==> src/rtl/cnt6_dn_timer.sv <==
// Loadable countdown timer with a built-in divide-by-num tick generator and IDLE/RUN/PAUSE/EXPIRED control.
// Latency: load/start take effect on the next clk edge; tick is combinational; done is registered (1 cycle).
// Backpressure: none; control inputs are sampled every cycle with priority load > start > pause > tick.
module cnt6_dn_timer #(
  parameter int WIDTH = 6,
  parameter int NUM_W = 32
) (
  input  logic             clk,
  input  logic             rst_n,
  input  logic [NUM_W-1:0] num,
  input  logic             load,
  input  logic [WIDTH-1:0] load_val,
  input  logic             start,
  input  logic             pause,
  output logic [WIDTH-1:0] out,
  output logic             tick,
  output logic             busy,
  output logic             expired,
  output logic             done
);

  typedef enum logic [1:0] {
    ST_IDLE    = 2'd0,
    ST_RUN     = 2'd1,
    ST_PAUSE   = 2'd2,
    ST_EXPIRED = 2'd3
  } state_t;

  localparam logic [NUM_W-1:0] NUM_ONE = {{(NUM_W-1){1'b0}}, 1'b1};
  localparam logic [WIDTH-1:0] CNT_ONE = {{(WIDTH-1){1'b0}}, 1'b1};

  state_t           state;
  logic [NUM_W-1:0] nco_cnt;
  logic [NUM_W-1:0] num_m1;

  // Terminal phase of the tick generator; num of 0 behaves like 1 (tick every cycle).
  always_comb begin
    num_m1 = (num == '0) ? '0 : (num - NUM_ONE);
  end

  // Tick only while running; a num change is picked up at the very next compare.
  always_comb begin
    tick = (state == ST_RUN) && (nco_cnt >= num_m1);
  end

  // Status flags decoded straight from the state register.
  always_comb begin
    busy    = (state == ST_RUN) || (state == ST_PAUSE);
    expired = (state == ST_EXPIRED);
  end

  // Control FSM, countdown register, tick phase and the one-cycle done pulse.
  always_ff @(posedge clk or negedge rst_n) begin
    if (!rst_n) begin
      state   <= ST_IDLE;
      out     <= '0;
      nco_cnt <= '0;
      done    <= 1'b0;
    end else begin
      done <= 1'b0;
      if (load) begin
        // Load aborts anything in flight and never signals done.
        out     <= load_val;
        nco_cnt <= '0;
        state   <= ST_IDLE;
      end else begin
        case (state)
          ST_IDLE: begin
            nco_cnt <= '0;
            if (start) begin
              if (out != '0) begin
                state <= ST_RUN;
              end else begin
                // Nothing to count: expire immediately without a tick.
                state <= ST_EXPIRED;
                done  <= 1'b1;
              end
            end
          end
          ST_RUN: begin
            if (tick) begin
              nco_cnt <= '0;
              if (out == CNT_ONE) begin
                // Reaching zero wins over a simultaneous pause request.
                out   <= '0;
                state <= ST_EXPIRED;
                done  <= 1'b1;
              end else begin
                out <= out - CNT_ONE;
                if (pause) begin
                  state <= ST_PAUSE;
                end
              end
            end else begin
              // The phase keeps advancing in the cycle pause is seen, so total
              // run time between ticks is always num cycles.
              nco_cnt <= nco_cnt + NUM_ONE;
              if (pause) begin
                state <= ST_PAUSE;
              end
            end
          end
          ST_PAUSE: begin
            // Count and tick phase both frozen; start resumes (beats pause).
            if (start) begin
              state <= ST_RUN;
            end
          end
          ST_EXPIRED: begin
            // Sticky until the next load.
            nco_cnt <= '0;
            out     <= '0;
          end
          default: begin
            state <= ST_IDLE;
          end
        endcase
      end
    end
  end

endmodule

==> config.mk <==
export PLATFORM = sky130hd
export DESIGN_NAME = cnt6_dn_timer
export DESIGN_NICKNAME = d
export VERILOG_FILES = /design/src/rtl/cnt6_dn_timer.sv
export SDC_FILE = /design/constraint.sdc
export NUM_CORES = 1
export LEC_CHECK = 0
export ABC_AREA = 1
export ABC_CLOCK_PERIOD_IN_PS = 4900
export BUFFER_PORTS_ARGS = -buffer_cell sky130_fd_sc_hd__buf_2
export CORE_MARGIN = 8
export CORE_UTILIZATION = 50
export CTS_CLUSTER_SIZE = 30
export DETAILED_ROUTE_END_ITERATION = 8
export GPL_TIMING_DRIVEN = 1
export PLACE_DENSITY = 0.7
export SYNTH_ARGS = -nofsm -noshare
export SYNTH_HDL_FRONTEND = slang
export SYNTH_SLANG_ARGS = --single-unit
==> constraint.sdc <==
create_clock -name clk -period 4.9 [get_ports clk]
set_clock_uncertainty 0.2 [all_clocks]
set_input_delay 0.49 -clock clk [delete_from_list [all_inputs] [get_ports clk]]
set_output_delay 0.49 -clock clk [all_outputs]
set_load 0.01 [all_outputs]
# Yosys cells after proc, flatten, opt, wreduce, memory -nomap -nowiden
# Index checks and enable logic that the tools add are counted.
totals:
  reg_bits: 41
  out_inout_bits: 10
op_classes:
  n_addsub: 3
  magnitude_cmp: 1
  eq_ne: 7
  n_mux: 22
  n_reduce_logical: 11
ops:
  columns: ["operator", "n"]
  rows:
  - ["$mux 32", 3]
  - ["$pmux 32 s2", 1]
  - ["$add 32x1->32 const B", 1]
  - ["$ge 32x32->1", 1]
  - ["$logic_not 32->1", 1]
  - ["$sub 32x1->32 const B", 1]
  - ["$mux 6", 3]
  - ["$mux 2", 7]
  - ["$pmux 6 s2", 1]
  - ["$ne 3x3->1 const B", 3]
  - ["$eq 6x1->1 const B", 1]
  - ["$pmux 2 s3", 1]
  - ["$reduce_bool 3->1", 2]
  - ["$reduce_bool 6->1", 1]
  - ["$sub 6x1->6 const B", 1]
  - ["$mux 1", 5]
  - ["$eq 2x2->1 const B", 2]
  - ["$reduce_bool 4->1", 1]
  - ["$reduce_and 3->1", 1]
  - ["$eq 2x1->1 const B", 1]
  - ["$logic_not 2->1", 1]
  - ["$pmux 1 s2", 1]
  - ["$reduce_and 2->1", 1]
  - ["$reduce_or 2->1", 1]
  - ["2 further kinds", 2]

# Longest topological paths before layout
# Gate-level depths: netlist of run 1.
depth:
  word_depth: 7
  depth_mapped: 25
  mapped_depth_nobuf: 24

# Least setup slack after synthesis of run 1
# OpenSTA, ideal clock, no wires.
synth_path:
  path_kind: "input port to output port"
  startpoint: "input num[0]"
  endpoint: "output tick"
  arrival_ps: 2798
  required_ps: 4210
  slack_ps: 1412
  stages: 21
  n_path_buf: 1
  path_cell_list: "inv_1 > ha_1 > nand2_2 > nor2_1 > nand4_1 > nor2_1 > nand3_1 > inv_1 > nand2_1 > nand2_1 > nand3_2 > ha_1 > nand2_1 > nor2_1 > nand4_1 > a21oi_1 > nor2_1 > nand2_1 > nand2_1 > buf_2 > inv_1"
synth_via:
  elab_chain_cells: 4
  elab_cells_between_ends: 5
synth_lines:
  columns: ["item", "line_no", "source"]
  rows:
  - ["from (decl)", "10", "input logic [NUM_W-1:0] num,"]
  - ["$sub 32x1->32 / $logic_not 32->1 (equally long branches)", "38", "num_m1 = (num == '0) ? '0 : (num - NUM_ONE);"]
  - ["$mux 32 (*)", "38", null]
  - ["$ge 32x32->1 (*)", "43", "tick = (state == ST_RUN) && (nco_cnt >= num_m1);"]
  - ["$logic_and 1x1->1 (*)", "43", null]
  - ["to (decl)", "16", "output logic tick,"]
# Every way passes the cells marked *; elsewhere a longest branch is shown, timed or not.

# Worst setup path in the final report of run 1
# Ends and elaborated chain as after synthesis.

==> results of run 1 <==
where the power goes:
part,internal [W],switching (W)
combinational,0.000152,0.000286
clock,0.000148,0.000121
sequential,0.000367,0.0000402
total,0.000667,0.000448
stage by stage:
step | hold slack [ns] | worst slack [ns] | std cells | cell area, sq um
6_report | 0.112 | 0.493 | 903 | 5110
5_1_grt | 0.200 | 0.0828 | 903 | 5110
4_1_cts | 0.149 | 0.546 | 903 | 5110
3_5_place_dp | 0.335 | 0.563 | 896 | 5010
3_3_place_gp | 0.333 | 0.633 | 896 | 5010
2_1_floorplan | -0.00559 | 1.41 | 745 | 4650
worst reg2reg max path: cells and delay by family (launching register included):
kind            cells  cell delay, ns
compound gates      2            0.34
fa+ha+maj           1            0.35
buf+inv             1            0.05
flops               1            0.49
simple gates        8            1.14
layout make-up:
class                      instances  area [sq um]
tap                              111           139
clock buffer                       5          68.8
clock inverter                     2          35.0
inverter                         104           390
multi-input combinational        585          3170
sequential                        41          1030
fill                             918          4040
timing repair buffer              55           283
Yosys cell counts (2+ instances only):
library cell  instances
or2_2                 8
nand2_1             225
inv_2                 7
inv_1                97
nand3b_1              3
nor2_2               10
dfrtp_1              41
nor2_1               88
xor2_1               23
nor3_1               19
nor2_4                5
nand4_1              44
buf_2                 3
o21ai_0              19
nand3_2               6
ha_1                 41
nand3_1              40
clkbuf_1              8
o21a_1                3
a21oi_1              21
nand2_2               3
buf_1                 3
and2_1                2
o22ai_1               2
xnor2_1              10
o31ai_1               3
flip-flops by register name, summed over array words and instances, names as in the netlist:
register / count
done: 1
nco_cnt: 32
out: 6
state: 2
final timing paths:
check	slack, ns	endpoint	start
setup / recovery	0.49	tick	num[0]
hold / removal	0.11	nco_cnt[22]	rst_n
setup reg to reg	2.23	nco_cnt[1]	nco_cnt[19]
hold reg to reg	0.35	state[0]	state[0]
max in group asynchronous	3.81	nco_cnt[8]	rst_n
min in group clk	0.27	done	start
layer usage:
layer	share of wire	track usage	wire length, um
met3	0.065	0.0306	811
met2	0.47	0.343	5860
met4	0.017	0.0450	217
met1	0.45	0.267	5620
met5	0	0	0
cells by family (layout without fill, tap and decap cells):
kind of cell / Yosys count / count (layout) / share of synthesized area
AO/OA/AOI/OAI: 54 / 54 / 0.0646
XOR/XNOR: 33 / 33 / 0.0622
adder cells (fa/ha/maj): 41 / 41 / 0.110
buffers and inverters: 119 / 166 / 0.0985
flip-flops: 41 / 41 / 0.221
AND/OR/NAND/NOR: 457 / 457 / 0.444
==> out/metrics.csv, run 1 <==
metric,value,unit
cts.sinks,41,
grt_usage,0.203,
synth.distinct_cells,37,
tns,0,ns
cts_setup_buffers,0,
cpMaxStageDelayCell,ha_1,
path_class,in2out,
synth_edf_count,0,
rsz0062_at_grt,no,
synthToLayoutAreaGrowth,9.96,%
cap_violations,0,
final_cell_mix,"225 x nand2_1, 97 x inv_1, 88 x nor2_1",
setup_viol,0,
drcViolationCount,0,
power.leakage,2.79,nW
nNetsFinal,876,
crit_chain,buf_2 -> inv_1 -> ha_1 -> nand2_2 -> nor2_1 -> nand4_1 -> nor2_1 -> nand3_1 -> inv_1 -> nand2_1 -> nand2_1 -> nand3_2 -> ha_1 -> nand2_1 -> nor2_1 -> nand4_1 -> nor2_1 -> nand2_1 -> nand2_1 -> nand2_1 -> inv_1 -> buf_2,
max_stage_delay,0.28,ns
cts_made_buffers,5,
viasPerCell,5.48,
routed_wl,12500,um
p_per_area,218,nW/um^2
gr-total-overflow,0,
core_area,9150,sq um
placementRows,35,
ctsResizeCount,0,
antenna_cells,0,
die_area,12600,sq um
tightest_slew,1.01,ns
netlist_top_cells_area,"dfrtp_1 22%, nand2_1 18%, ha_1 11%, inv_1 7.8%, nor2_1 7.1%",
cts_tree,built,
wl_per_cell,13.9,um
synth_ff_type,dfrtp_1,
final_common_cell,nand2_1,
drv_slew,0,
min_period,4.41,ns
drt-pass1-iter-count,6,
htree_levels,2,
pin_count,53,
synth-async-reset-ratio,1.00,
status,"complete, no violations",
synth_top_area_share,0.221,
clkLatencyLatePin,0.30,ns
hold_buffers,0,
grt_start_max_net_pins,42,
yosys_warnings,0,
avgSynthCellArea,6.24,sq um
initial_utilization,0.508,
yosysSeqAreaShare,0.221,
fmax,0.227,GHz
drt_iter0_markers,385,
path_clk_slew,0.09,ns
crit_buf_inv,5,
crit_arrival,3.72,ns
antenna_found_initial,0,
die_h,112,um
grt_pass1_wl,21700,um
clk_path_buf_depth,2,
fin_util,0.559,
end_kind,output port,
die_x,112,um
synth_top_cell_by_area,dfrtp_1,
grt_pass1_vias,4700,
ir_worst_vdd,0.265,mV
hp-class,in2async,
crit_required,4.21,ns
ys_ff_latch,41,
worst-path-stages,22,
finalCritPeriodShare,0.899,
critical-path-top-delay-family,simple AND/OR/NAND/NOR gates,
crit_path_frequent_cell,nand2_1,
detail-route-antenna-nets,0,
layout-drive-gt1-share,0.133,
max_slew_margin,0.323,
dp_hpwl,10100,um
place_congestion,0.913,
hold_viol_final,0,
vias,4948,
synth_nets,829,
portBuffers,52,
path_max_fanout,13,
syn_area,4650,sq um
cp-start-kind,input port,
power,0.00111,W
netlist_instances,745,
reg2reg_depth,12,
clockRootBuffer,clkbuf_8,
No activity file was read; power rests on OpenSTA's default activity.
==> run 2, diff against run 1 <==
--- a/config.mk
+++ b/config.mk
@@ -5,7 +5,6 @@
 export SDC_FILE = /design/constraint.sdc
 export NUM_CORES = 1
 export LEC_CHECK = 0
-export ABC_AREA = 1
 export ABC_CLOCK_PERIOD_IN_PS = 4900
 export BUFFER_PORTS_ARGS = -buffer_cell sky130_fd_sc_hd__buf_2
 export CORE_MARGIN = 8
@@ -13,7 +12,7 @@
 export CTS_CLUSTER_SIZE = 30
 export DETAILED_ROUTE_END_ITERATION = 8
 export GPL_TIMING_DRIVEN = 1
-export PLACE_DENSITY = 0.7
+export PLACE_DENSITY = 0.71
 export SYNTH_ARGS = -nofsm -noshare
 export SYNTH_HDL_FRONTEND = slang
 export SYNTH_SLANG_ARGS = --single-unit
==> run 2 against run 1 <==
  * Sequential share of layout area up 3.0 points
  * Register-to-register slack worse by 0.26 ns
  * Routed wire length fell by 15%
  * Final area down 13%
  * Non-clock buffer count grew 16
  * Critical path depth down 6
  * Clock power shrank 7.4%
  * Synthesized cell count fell by 35%
==> out/metrics.csv, run 2 <==
metric,value,unit,change
cap_violations,0,,unchanged
finalCritPeriodShare,0.943,,+0.0438
wl_per_cell,16.3,um,+17%
tightest_slew,0.957,ns,-0.0569 ns
final_cell_count_no_fill,651,,-28%
synthToLayoutAreaGrowth,15.5,%,
pre_cts_ws,0.0363,ns,-0.527 ns
die_h,104,um,-7.6%
holdWs,0.138,ns,+0.0265 ns
die_x,104,um,-7.6%
status,"complete, no violations",,
reg_top3,"nco_cnt (32), out (6), state (2)",,
hold_viol_final,0,,unchanged
fmax,0.216,GHz,-4.6%
synth_nets,568,,-31%
drt_iter0_markers,231,,-40%
largest_register_ffs,32,,unchanged
htree_levels,2,,unchanged
synth_top_area_share,0.266,,+0.0451
fin_util,0.586,,+0.0273
pin_count,53,,unchanged
hp-class,in2async,,
cp-start-kind,input port,,
gr-total-overflow,0,,unchanged
crit_required,4.21,ns,about the same
regMostFlops,nco_cnt,,
grt_pass1_wl,17900,um,-17%
setup_viol,0,,unchanged
synth-async-reset-ratio,1.00,,unchanged
synth_top_cell_by_area,dfrtp_1,,
crit_chain,buf_2 -> or4_4 -> nor4_4 -> nand2b_1 -> or2_1 -> nor3_4 -> nand2_4 -> nand2_1 -> ha_1 -> a21o_1 -> a221o_1 -> a21o_1 -> o31ai_1 -> buf_4 -> nand3_1 -> buf_2,,
drcViolationCount,0,,unchanged
synth.distinct_cells,58,,+57%
avgSynthCellArea,7.98,sq um,+28%
max_slew_margin,0.362,,+0.0387
place_inst,639,,-29%
fillCellCount,700,,-24%
antenna_cells,0,,unchanged
layout-drive-gt1-share,0.171,,+0.0386
yosys_warnings,0,,unchanged
seq_area,1030,sq um,unchanged
hold_buffers,0,,unchanged
synth_edf_count,0,,unchanged
placementRows,32,,-8.6%
cpMaxStageDelayCell,or4_4,,
cts.sinks,41,,unchanged
cts_made_buffers,5,,unchanged
syn_area,3860,sq um,-17%
p_per_area,242,nW/um^2,+11%
end_kind,output port,,
dp_hpwl,8030,um,-20%
path_class,in2out,,
clockRootBuffer,clkbuf_8,,
path_clk_slew,0.08,ns,about the same
cts_tree,built,,
max_stage_delay,0.58,ns,+0.30 ns
netlist_top_cells_area,"dfrtp_1 27%, ha_1 13%, nand2_1 6.9%, o21ai_0 5.3%, xor2_1 4.3%",,
nNetsFinal,632,,-28%
viasPerCell,6.07,,+11%
yosysSeqAreaShare,0.266,,+0.0451
antenna_found_initial,0,,unchanged
core_area,7610,sq um,-17%
yosys-top-cells-count,"71 x nand2_1, 41 x dfrtp_1, 41 x ha_1, 41 x o21ai_0, 31 x a21oi_1",,
setup_slack,0.278,ns,-0.215 ns
grt_start_max_net_pins,42,,unchanged
drt-pass1-iter-count,5,,-1
ys_ff_latch,41,,unchanged
clk_path_buf_depth,2,,unchanged
ir_worst_vdd,0.141,mV,-47%
tns,0,ns,unchanged
vias,3951,,-20%
detail-route-antenna-nets,0,,unchanged
grt_pass1_vias,3811,,-19%
portBuffers,52,,unchanged
min_period,4.62,ns,+0.215 ns
routed_wl,10600,um,-15%
synth_ff_type,dfrtp_1,,
power.leakage,2.11,nW,-24%
crit_arrival,3.93,ns,+0.21 ns
netlist_instances,484,,-35%
rsz0062_at_grt,no,,
final_common_cell,nand2_1,,
initial_utilization,0.507,,-0.000596
grt_usage,0.193,,-0.00982
clkLatencyLatePin,0.31,ns,about the same
die_area,10800,sq um,-15%
final_cell_mix,"71 x nand2_1, 52 x buf_2, 41 x o21ai_0, 41 x ha_1, 41 x dfrtp_1",,
path_max_fanout,11,,-2
multiInputGateArea,2720,sq um,-14%
place_congestion,0.892,,-2.3%
yosysMostFrequentCell,nand2_1,,
drv_slew,0,,unchanged
==> run 2: cell types whose count changed in the layout (fill, tap and decap cells not counted), moves of 12 or more <==
cell / previous run / this run
buf_4: 3 / 18
nor2_1: 88 / 25
nand2_1: 225 / 71
nand3_1: 40 / 20
inv_1: 97 / 19
o21ai_0: 19 / 41
nand4_1: 44 / 9
or3_1: 0 / 12
==> run 2: critical path, delay by kind of cell <==
family	cells	cell delay, ns
simple gates	8	1.72
compound gates	4	0.98
buf+inv	3	0.49
fa+ha+maj	1	0.23
==> run 2: per-layer routing <==
layer  global-route usage  wire length [um]
met1                0.247              4700
met2                0.329              5320
met4               0.0579               163
met5                    0                 0
met3               0.0291               402
==> run 2: cells by family after synthesis <==
logic type,Yosys count,synth area share
simple gates,223,0.303
buf+inv,34,0.0402
xor+xnor,25,0.0567
compound gates,114,0.186
flops,41,0.266
fa+ha+maj,41,0.133
mux,6,0.0156
==> run 2: through the flow <==
stage	power, W	area (sq um)
floorplan	0.000682	3860
global placement	0.000816	4300
detailed placement	0.000829	4300
CTS	0.00108	4400
global route	0.00115	4460
finish	0.00108	4460
==> run 2: report_power, final <==
| group | leakage, nW | internal [W] | total [W] | switching, W |
|---|---|---|---|---|
| Sequential | 0.560 | 0.000363 | 0.000398 | 0.0000347 |
| Combinational | 1.49 | 0.000172 | 0.000432 | 0.000260 |
| Clock | 0.0542 | 0.000127 | 0.000250 | 0.000123 |
==> run 2: layout make-up <==
class,instances,share of cell area
Multi-Input combinational cell,410,0.609
Sequential cell,41,0.230
Timing Repair Buffer,71,0.0932
Tap cell,102,0.0286
Clock buffer,7,0.0216
Inverter,19,0.0160
Clock inverter,1,0.00112
==> run 2: final timing paths <==
path | start | to | slack (ns) | cells after the start
max reg2reg | nco_cnt[9] | nco_cnt[18] | 1.97 | 10
min | rst_n | nco_cnt[8] | 0.14 | 1
min in group clk | start | done | 0.27 | 3
max in group asynchronous | rst_n | nco_cnt[31] | 3.77 | 1
max | num[20] | tick | 0.28 | 16
min reg2reg | nco_cnt[31] | nco_cnt[31] | 0.31 | 1
==> run 2: repair_timing <==
item,in CTS,in global routing
buffers inserted,0,3
endpoints found under the hold margin,0,0
endpoints found under the setup margin,0,8
gates resized for setup,0,5
